==> config.mk <==
export PLATFORM = sky130hd
export DESIGN_NAME = router_out_port
export DESIGN_NICKNAME = d
export VERILOG_FILES = /design/src/rtl/router_pkg.sv /design/src/rtl/router_stall_timer.sv /design/src/rtl/router_out_port.sv
export SDC_FILE = /design/constraint.sdc
export NUM_CORES = 1
export LEC_CHECK = 0
export ABC_AREA = 1
export CORE_ASPECT_RATIO = 0.75
export CORE_UTILIZATION = 40
export DETAILED_ROUTE_END_ITERATION = 7
export HOLD_SLACK_MARGIN = 0.05
export SETUP_SLACK_MARGIN = 0.3
export SLEW_MARGIN = 30
export SYNTH_ARGS = -nofsm -noshare
export SYNTH_HDL_FRONTEND = slang
export SYNTH_SLANG_ARGS = --single-unit
==> constraint.sdc <==
create_clock -name clock -period 1.9 [get_ports clock]
set_input_delay 0.19 -clock clock [delete_from_list [all_inputs] [get_ports clock]]
set_output_delay 0.19 -clock clock [all_outputs]
set_load 0.05 [all_outputs]
==> src/rtl/router_pkg.sv <==
// Shared types and sizes for the router output port slice.
package router_pkg;

  localparam int unsigned WORD_W      = 3;
  localparam int unsigned TIMEOUT_DEF = 30;
  localparam int unsigned CNT_W       = 4;
  localparam int unsigned STALL_W     = 6;

  typedef enum logic [1:0] {
    IDLE,
    HEADER,
    PAYLOAD,
    PARITY
  } state_t;

endpackage

==> src/rtl/router_stall_timer.sv <==
// Counts consecutive stalled cycles; expired fires on the TIMEOUT-th one.
module router_stall_timer
  import router_pkg::*;
#(
  parameter int unsigned TIMEOUT = TIMEOUT_DEF
) (
  input  logic clock,
  input  logic resetn,
  input  logic stall,
  input  logic clear,
  output logic expired
);

  logic [STALL_W-1:0] count;

  assign expired = stall && (count == STALL_W'(TIMEOUT - 1));

  always_ff @(posedge clock) begin
    if (!resetn || clear || expired)
      count <= '0;
    else if (stall)
      count <= count + 1'b1;
  end

endmodule

==> src/rtl/router_out_port.sv <==
// Output port of the router: fetches a packet from router_fifo, presents it
// word by word to the destination, checks parity and recovers from stalls.
module router_out_port
  import router_pkg::*;
#(
  parameter int unsigned TIMEOUT = TIMEOUT_DEF
) (
  input  logic              clock,
  input  logic              resetn,
  input  logic              fifo_empty,
  input  logic [WORD_W-1:0] fifo_data,
  input  logic              dest_read,
  output logic              fifo_read_enb,
  output logic              vld_out,
  output logic [WORD_W-1:0] data_out,
  output logic              soft_reset,
  output logic              pkt_done,
  output logic              parity_err
);

  state_t            state_q, state_d;
  logic              rd_pending;
  logic [CNT_W-1:0]  fetch_left;
  logic [CNT_W-1:0]  deliver_left;
  logic [WORD_W-1:0] parity_acc;
  logic              delivery, stall, fetch_ok, expired, hdr_cap;

  router_stall_timer #(.TIMEOUT(TIMEOUT)) u_stall_timer (
    .clock   (clock),
    .resetn  (resetn),
    .stall   (stall),
    .clear   (delivery | ~vld_out),
    .expired (expired)
  );

  always_ff @(posedge clock) begin
    if (!resetn)
      state_q <= IDLE;
    else
      state_q <= state_d;
  end

  always_comb begin
    delivery = vld_out & dest_read;
    stall    = vld_out & ~dest_read;
    hdr_cap  = rd_pending && (state_q == HEADER);
    fetch_ok = (state_q == IDLE) ? 1'b1 : (fetch_left != '0);
    // soft_reset gate keeps IDLE from grabbing a header while the fifo flushes
    fifo_read_enb = resetn & ~soft_reset & ~fifo_empty & ~rd_pending &
                    fetch_ok & (~vld_out | dest_read);
    state_d = state_q;
    unique case (state_q)
      IDLE:    if (fifo_read_enb) state_d = HEADER;
      HEADER:  if (delivery) state_d = PAYLOAD;
      PAYLOAD: if (delivery && deliver_left == CNT_W'(1)) state_d = PARITY;
      PARITY:  if (delivery) state_d = IDLE;
    endcase
    if (expired) state_d = IDLE;
  end

  always_ff @(posedge clock) begin
    if (!resetn) begin
      rd_pending   <= 1'b0;
      vld_out      <= 1'b0;
      data_out     <= '0;
      fetch_left   <= '0;
      deliver_left <= '0;
      parity_acc   <= '0;
      soft_reset   <= 1'b0;
      pkt_done     <= 1'b0;
      parity_err   <= 1'b0;
    end else if (expired) begin
      rd_pending   <= 1'b0;
      vld_out      <= 1'b0;
      fetch_left   <= '0;
      deliver_left <= '0;
      parity_acc   <= '0;
      soft_reset   <= 1'b1;
      pkt_done     <= 1'b0;
      parity_err   <= 1'b0;
    end else begin
      soft_reset <= 1'b0;
      rd_pending <= fifo_read_enb;
      pkt_done   <= (state_q == PARITY) && delivery;
      parity_err <= (state_q == PARITY) && delivery && (parity_acc != data_out);

      if (rd_pending) begin
        data_out <= fifo_data;
        vld_out  <= 1'b1;
      end else if (delivery) begin
        vld_out <= 1'b0;
      end

      // the IDLE header fetch is implicit and does not consume fetch_left
      if (hdr_cap)
        fetch_left <= CNT_W'(fifo_data) + CNT_W'(2);
      else if (fifo_read_enb && state_q != IDLE)
        fetch_left <= fetch_left - 1'b1;

      if (hdr_cap)
        deliver_left <= CNT_W'(fifo_data) + CNT_W'(1);
      else if (delivery && state_q == PAYLOAD)
        deliver_left <= deliver_left - 1'b1;

      if (delivery && state_q == PARITY)
        parity_acc <= '0;
      else if (delivery && (state_q == HEADER || state_q == PAYLOAD))
        parity_acc <= parity_acc ^ data_out;
    end
  end

endmodule

After elaboration in Yosys (flattened, before gate mapping)
Index checks and enable logic that the tools add are counted.
{ "classes": {"addsub": 5, "mul": 0, "n_div": 0, "magnitude_cmp": 0, "n_eq_ne": 10, "shifts": 0, "mux": 13, "bitwise": 17, "n_reduce_logical": 22} }
{ "ops": {"columns": ["op", "n"], "rows": [
  ["4-bit 2-to-1 mux", 4],
  ["1-bit logical AND", 8],
  ["2-bit 2-to-1 mux", 4],
  ["2-bit inequality test, second input constant", 4],
  ["2-bit one-hot mux with 4 select lines", 1],
  ["2-bit nonzero test", 4],
  ["4-bit by 1-bit subtractor with 4-bit output, second input constant", 2],
  ["1-bit AND", 7],
  ["1-bit inverter", 7],
  ["6-bit by 1-bit adder with 6-bit output, second input constant", 1],
  ["6-bit by 5-bit equality test with 1-bit output, second input constant", 1],
  ["3-bit by 1-bit adder with 4-bit output, second input constant", 1],
  ["3-bit by 2-bit adder with 4-bit output, second input constant", 1],
  ["2-bit equality test, second input constant", 2],
  ["4-bit by 1-bit equality test with 1-bit output, second input constant", 1],
  ["1-bit 2-to-1 mux", 4],
  ["4-bit AND reduction", 1],
  ["4-bit nonzero test", 1],
  ["1-bit logical OR", 3],
  ["3-bit inequality test", 1],
  ["3-bit OR reduction", 1],
  ["3-bit XOR", 1],
  ["2-bit by 1-bit equality test with 1-bit output, second input constant", 1],
  ["2-bit zero test", 1],
  ["4 further kinds", 5]
]} }
{ "totals": {"ff_bits": 27, "latch_bits": 0, "ramBits": 0, "mem_bits_ro": 0, "in_bits": 7, "output_inout_bits": 8, "elab_cells": 78, "memories": 0} }

Depth between registers and ports, before layout
{ "depth": {"word_depth": 9, "mapped_depth": 11, "ltp_nobuf": 11} }

By module
Synthesis repeated with hierarchy kept, for this count alone.
{ "unflattened": {"cells_unflattened": 213, "hier_area_um2": 1570.3} }
{ "by_module_without_submodules": {"columns": ["mod", "instances", "cells_per_inst", "area_per_inst_um2", "seq_area_each_um2"], "rows": [
  ["router_out_port", 1, 170, 1257.5, 420.4],
  ["router_stall_timer", 1, 43, 312.8, 120.1]
]} }

Least setup slack after synthesis
No wires, ideal clock.
{ "synth_timing": {"kind": "flip-flop to output port", "start": "register vld_out", "end": "output port fifo_read_enb", "t_arrival_ns": 1.711, "t_required_ns": 1.710, "path_slack_ns": -0.001, "path_stages_with_launch": 6, "n_path_buf": 0, "cell_sequence": "dfxtp_1 -> nand2_2 -> nand2_1 -> nor2_2 -> inv_2 -> a31oi_1"} }
{ "synth_between": {"elab_chain_cells": 3} }
{ "synth_lines": {"columns": ["element", "line_no", "text"], "rows": [
  ["from (decl)", "router_out_port.sv:14", "output logic vld_out,"],
  ["from (signal assigned)", "router_out_port.sv:64", "vld_out <= 1'b0;"],
  ["from (signal assigned)", "router_out_port.sv:74", "vld_out <= 1'b0;"],
  ["from (signal assigned)", "router_out_port.sv:89", "vld_out <= 1'b1;"],
  ["1-bit inverter", "router_out_port.sv:50", "fetch_ok & (~vld_out | dest_read);"],
  ["1-bit OR", "router_out_port.sv:50", null],
  ["1-bit AND", "router_out_port.sv:50", null],
  ["to (decl)", "router_out_port.sv:13", "output logic fifo_read_enb,"]
]} }
Every way passes these cells.

Final worst setup path
{ "layout_timing": {"start": "register parity_err", "end": "output port parity_err"} }
{ "layout_lines": {"columns": ["element", "line_no", "text"], "rows": [
  ["from (decl)", "router_out_port.sv:18", "output logic parity_err"],
  ["from (signal assigned)", "router_out_port.sv:85", "parity_err <= (state_q == PARITY) && delivery && (parity_acc != data_out);"]
]} }
No word-level cell between the ends.

==> impl_metrics.json <==
{
  "comb_power_share_pct": 38.2,
  "synth_area_leaders": "dfxtp_1, ha_1, nand2_1, nand3_1, inv_1",
  "fin_area_um2": 1750,
  "crit_path_start_kind": "flip-flop",
  "end_kind": "output port",
  "synth_top_area_share_pct": 37.4,
  "mostFrequentLayoutCells": "nand2_1, nor2_1, inv_1",
  "io_buffers": 14,
  "p_int_w": 0.00102,
  "clkSinkCount": 27,
  "synth_cells": 197,
  "slew_viol_final": 0,
  "rows": 18,
  "clk_pin_slew_worst_paths_ns": 0.09,
  "pin_count": 15,
  "ys_seq_elements": 27,
  "fin_tns_setup_ns": 0,
  "rsz0062_at_grt": "yes",
  "fillers": 327,
  "hp-class": "in -> reg",
  "place_area_um2": 1650,
  "skew_ns": 0.00336,
  "slew_headroom_pct": 66.5,
  "crit_chain": "clkdlybuf4s50_1",
  "die_h_um": 54.1,
  "syn_area_um2": 1450,
  "hpwlAfterDp_um": 2310,
  "syn-num-nets": 216,
  "cts_tree": "done",
  "powerDensity_nw_per_um2": 942,
  "overflow": 0,
  "required_ns": 1.71,
  "initial_core_util_pct": 42.8,
  "final_nets": 235,
  "dr.pass1.iters": 4,
  "routed_wl_um": 3010,
  "antenna_found_initial": 0,
  "wl_per_cell_um": 11.8,
  "place.gp.congestion": 0.830,
  "numCtsBuffers": 3,
  "finalHoldViolCount": 0,
  "drive_above_1_share_pct": 16.7,
  "yosysTopAreaCell": "dfxtp_1",
  "critPathBufInv": 1,
  "critPathKind": "reg -> out",
  "power_frac_seq_pct": 42.4,
  "seq_area_frac_synth_pct": 37.4,
  "yosysWarnings": 0,
  "insertion_delay_ns": 0.27,
  "cts_hold_buf": 0,
  "p_sw_share_pct": 38.2,
  "cp_max_fo": 1,
  "status": "completed",
  "slowest_stage": "clkdlybuf4s50_1",
  "htreeDepth": 1,
  "setup_viol": 0,
  "drt_iter0_drc": 24,
  "syn2layout_area_growth_pct": 21.1,
  "p_sw_w": 0.000631,
  "antennaDiodeCount": 0,
  "path_delay_family": "buffers and inverters",
  "p_clk_share_pct": 19.4,
  "grt_usage_pct": 17.3,
  "core_um2": 3380,
  "viasPerCell": 4.91,
  "max_freq_mhz": 641,
  "timing.final.crit_share_pct": 82.1,
  "synthDistinctLibCells": 21,
  "vias": 1253,
  "peakVddDrop_uv": 432,
  "drcViolationCount": 0,
  "clock_path_buffers": 2,
  "tightest_slew_ns": 0.502,
  "p_leak_nw": 0.825,
  "postLayoutCoreUtil_pct": 51.9,
  "max_stage_delay_ns": 0.79,
  "final_antenna_net_count": 0,
  "maxCapViolCount": 0,
  "grt_max_degree": 15,
  "avgSynthCellArea_um2": 7.34,
  "min_period_ns": 1.56,
  "final_common_cell": "nand2_1",
  "first_global_vias": 1139,
  "grt_pass1_wl_um": 5090,
  "die_w_um": 71.4,
  "crit_arrival_ns": 1.37,
  "dieArea_um2": 3860,
  "cts-root-buf": "clkbuf_8"
}
-- worst min-delay path: stages --
cell	delay (ns)
dlymetal6s2s_1	0.11
inv_2	0.07
nand2_2	0.07
a21oi_1	0.06
-- sequential cells by signal, indices dropped and copies added (netlist names), 2 cells and up --
| register | flops |
|---|---|
| data_out | 3 |
| deliver_left | 4 |
| fetch_left | 4 |
| parity_acc | 3 |
| state_q | 2 |
| u_stall_timer.count | 6 |
-- cell usage after synthesis --
master    count
a21oi_1      16
a31oi_1       2
buf_6         1
dfxtp_1      27
ha_1         12
inv_1        25
inv_2         6
inv_4         1
mux2i_1       1
nand2_1      35
nand2_2       3
nand3_1      19
nand3_2       4
nand4_1       2
nor2_1       23
nor2_2        2
o21ai_0       5
o21ai_1       4
o21bai_1      1
xnor2_1       4
xor2_1        4
-- through the flow --
step	total power (W)	hold WS [ns]	instances	setup slack [ns]
3_5_place_dp	0.00130	0.495	250	0.273
6_report	0.00165	0.273	255	0.340
3_3_place_gp	0.00128	0.482	250	0.317
5_1_grt	0.00178	0.271	255	0.288
4_1_cts	0.00162	0.506	254	0.274
2_1_floorplan	0.00115	0.352	197	0.418
-- what timing repair did --
item,CTS,global route
buffers inserted,0,1
pin swaps,0,3
resized for setup,5,21
endpoints found under the setup margin,5,22
-- worst paths after layout --
path / slack, ns / end / cells after the start / from
max reg2reg: 0.42 / deliver_left[3] / 9 / u_stall_timer.count[1]
max: 0.34 / parity_err / 1 / parity_err
min: 0.27 / vld_out / 4 / dest_read
min reg2reg: 0.47 / u_stall_timer.count[0] / 1 / u_stall_timer.count[0]
-- cell families after synthesis --
kind of cell             Yosys count  share of synthesized area [%]
AO/OA/AOI/OAI                     28                           10.0
XOR/XNOR                           8                           4.84
adder cells (fa/ha/maj)           12                           10.4
buffers and inverters             33                           9.26
flip-flops                        27                           37.4
multiplexers                       1                          0.692
AND/OR/NAND/NOR                   88                           27.4
-- power groups by stage --
stage,sequential (W),clock (W),combinational (W)
finish,0.000700,0.000321,0.000630
global route,0.000710,0.000363,0.000712
CTS,0.000684,0.000339,0.000601
detailed placement,0.000697,0,0.000601
global placement,0.000692,0,0.000586
floorplan,0.000720,0,0.000426
-- metal layers --
layer	share of wire (%)	up-vias	routed length (um)	global-route usage [%]
met2	43	26	1300	30.2
met3	4.5	0	134	3.93
met1	52	566	1570	22.8
met4	0	0	0	2.00
li1	-	661	-	-
met5	0	-	0	0
-- cell type report --
cell class                 instances  area (um2)  area share (%)
multi-input combinational        137         822            46.9
sequential                        27         549            31.4
timing repair buffer              15         163            9.29
inverter                          32         123            7.00
tap                               40        50.0            2.86
clock buffer                       4        45.0            2.57
(Power assumes the default switching activity.)
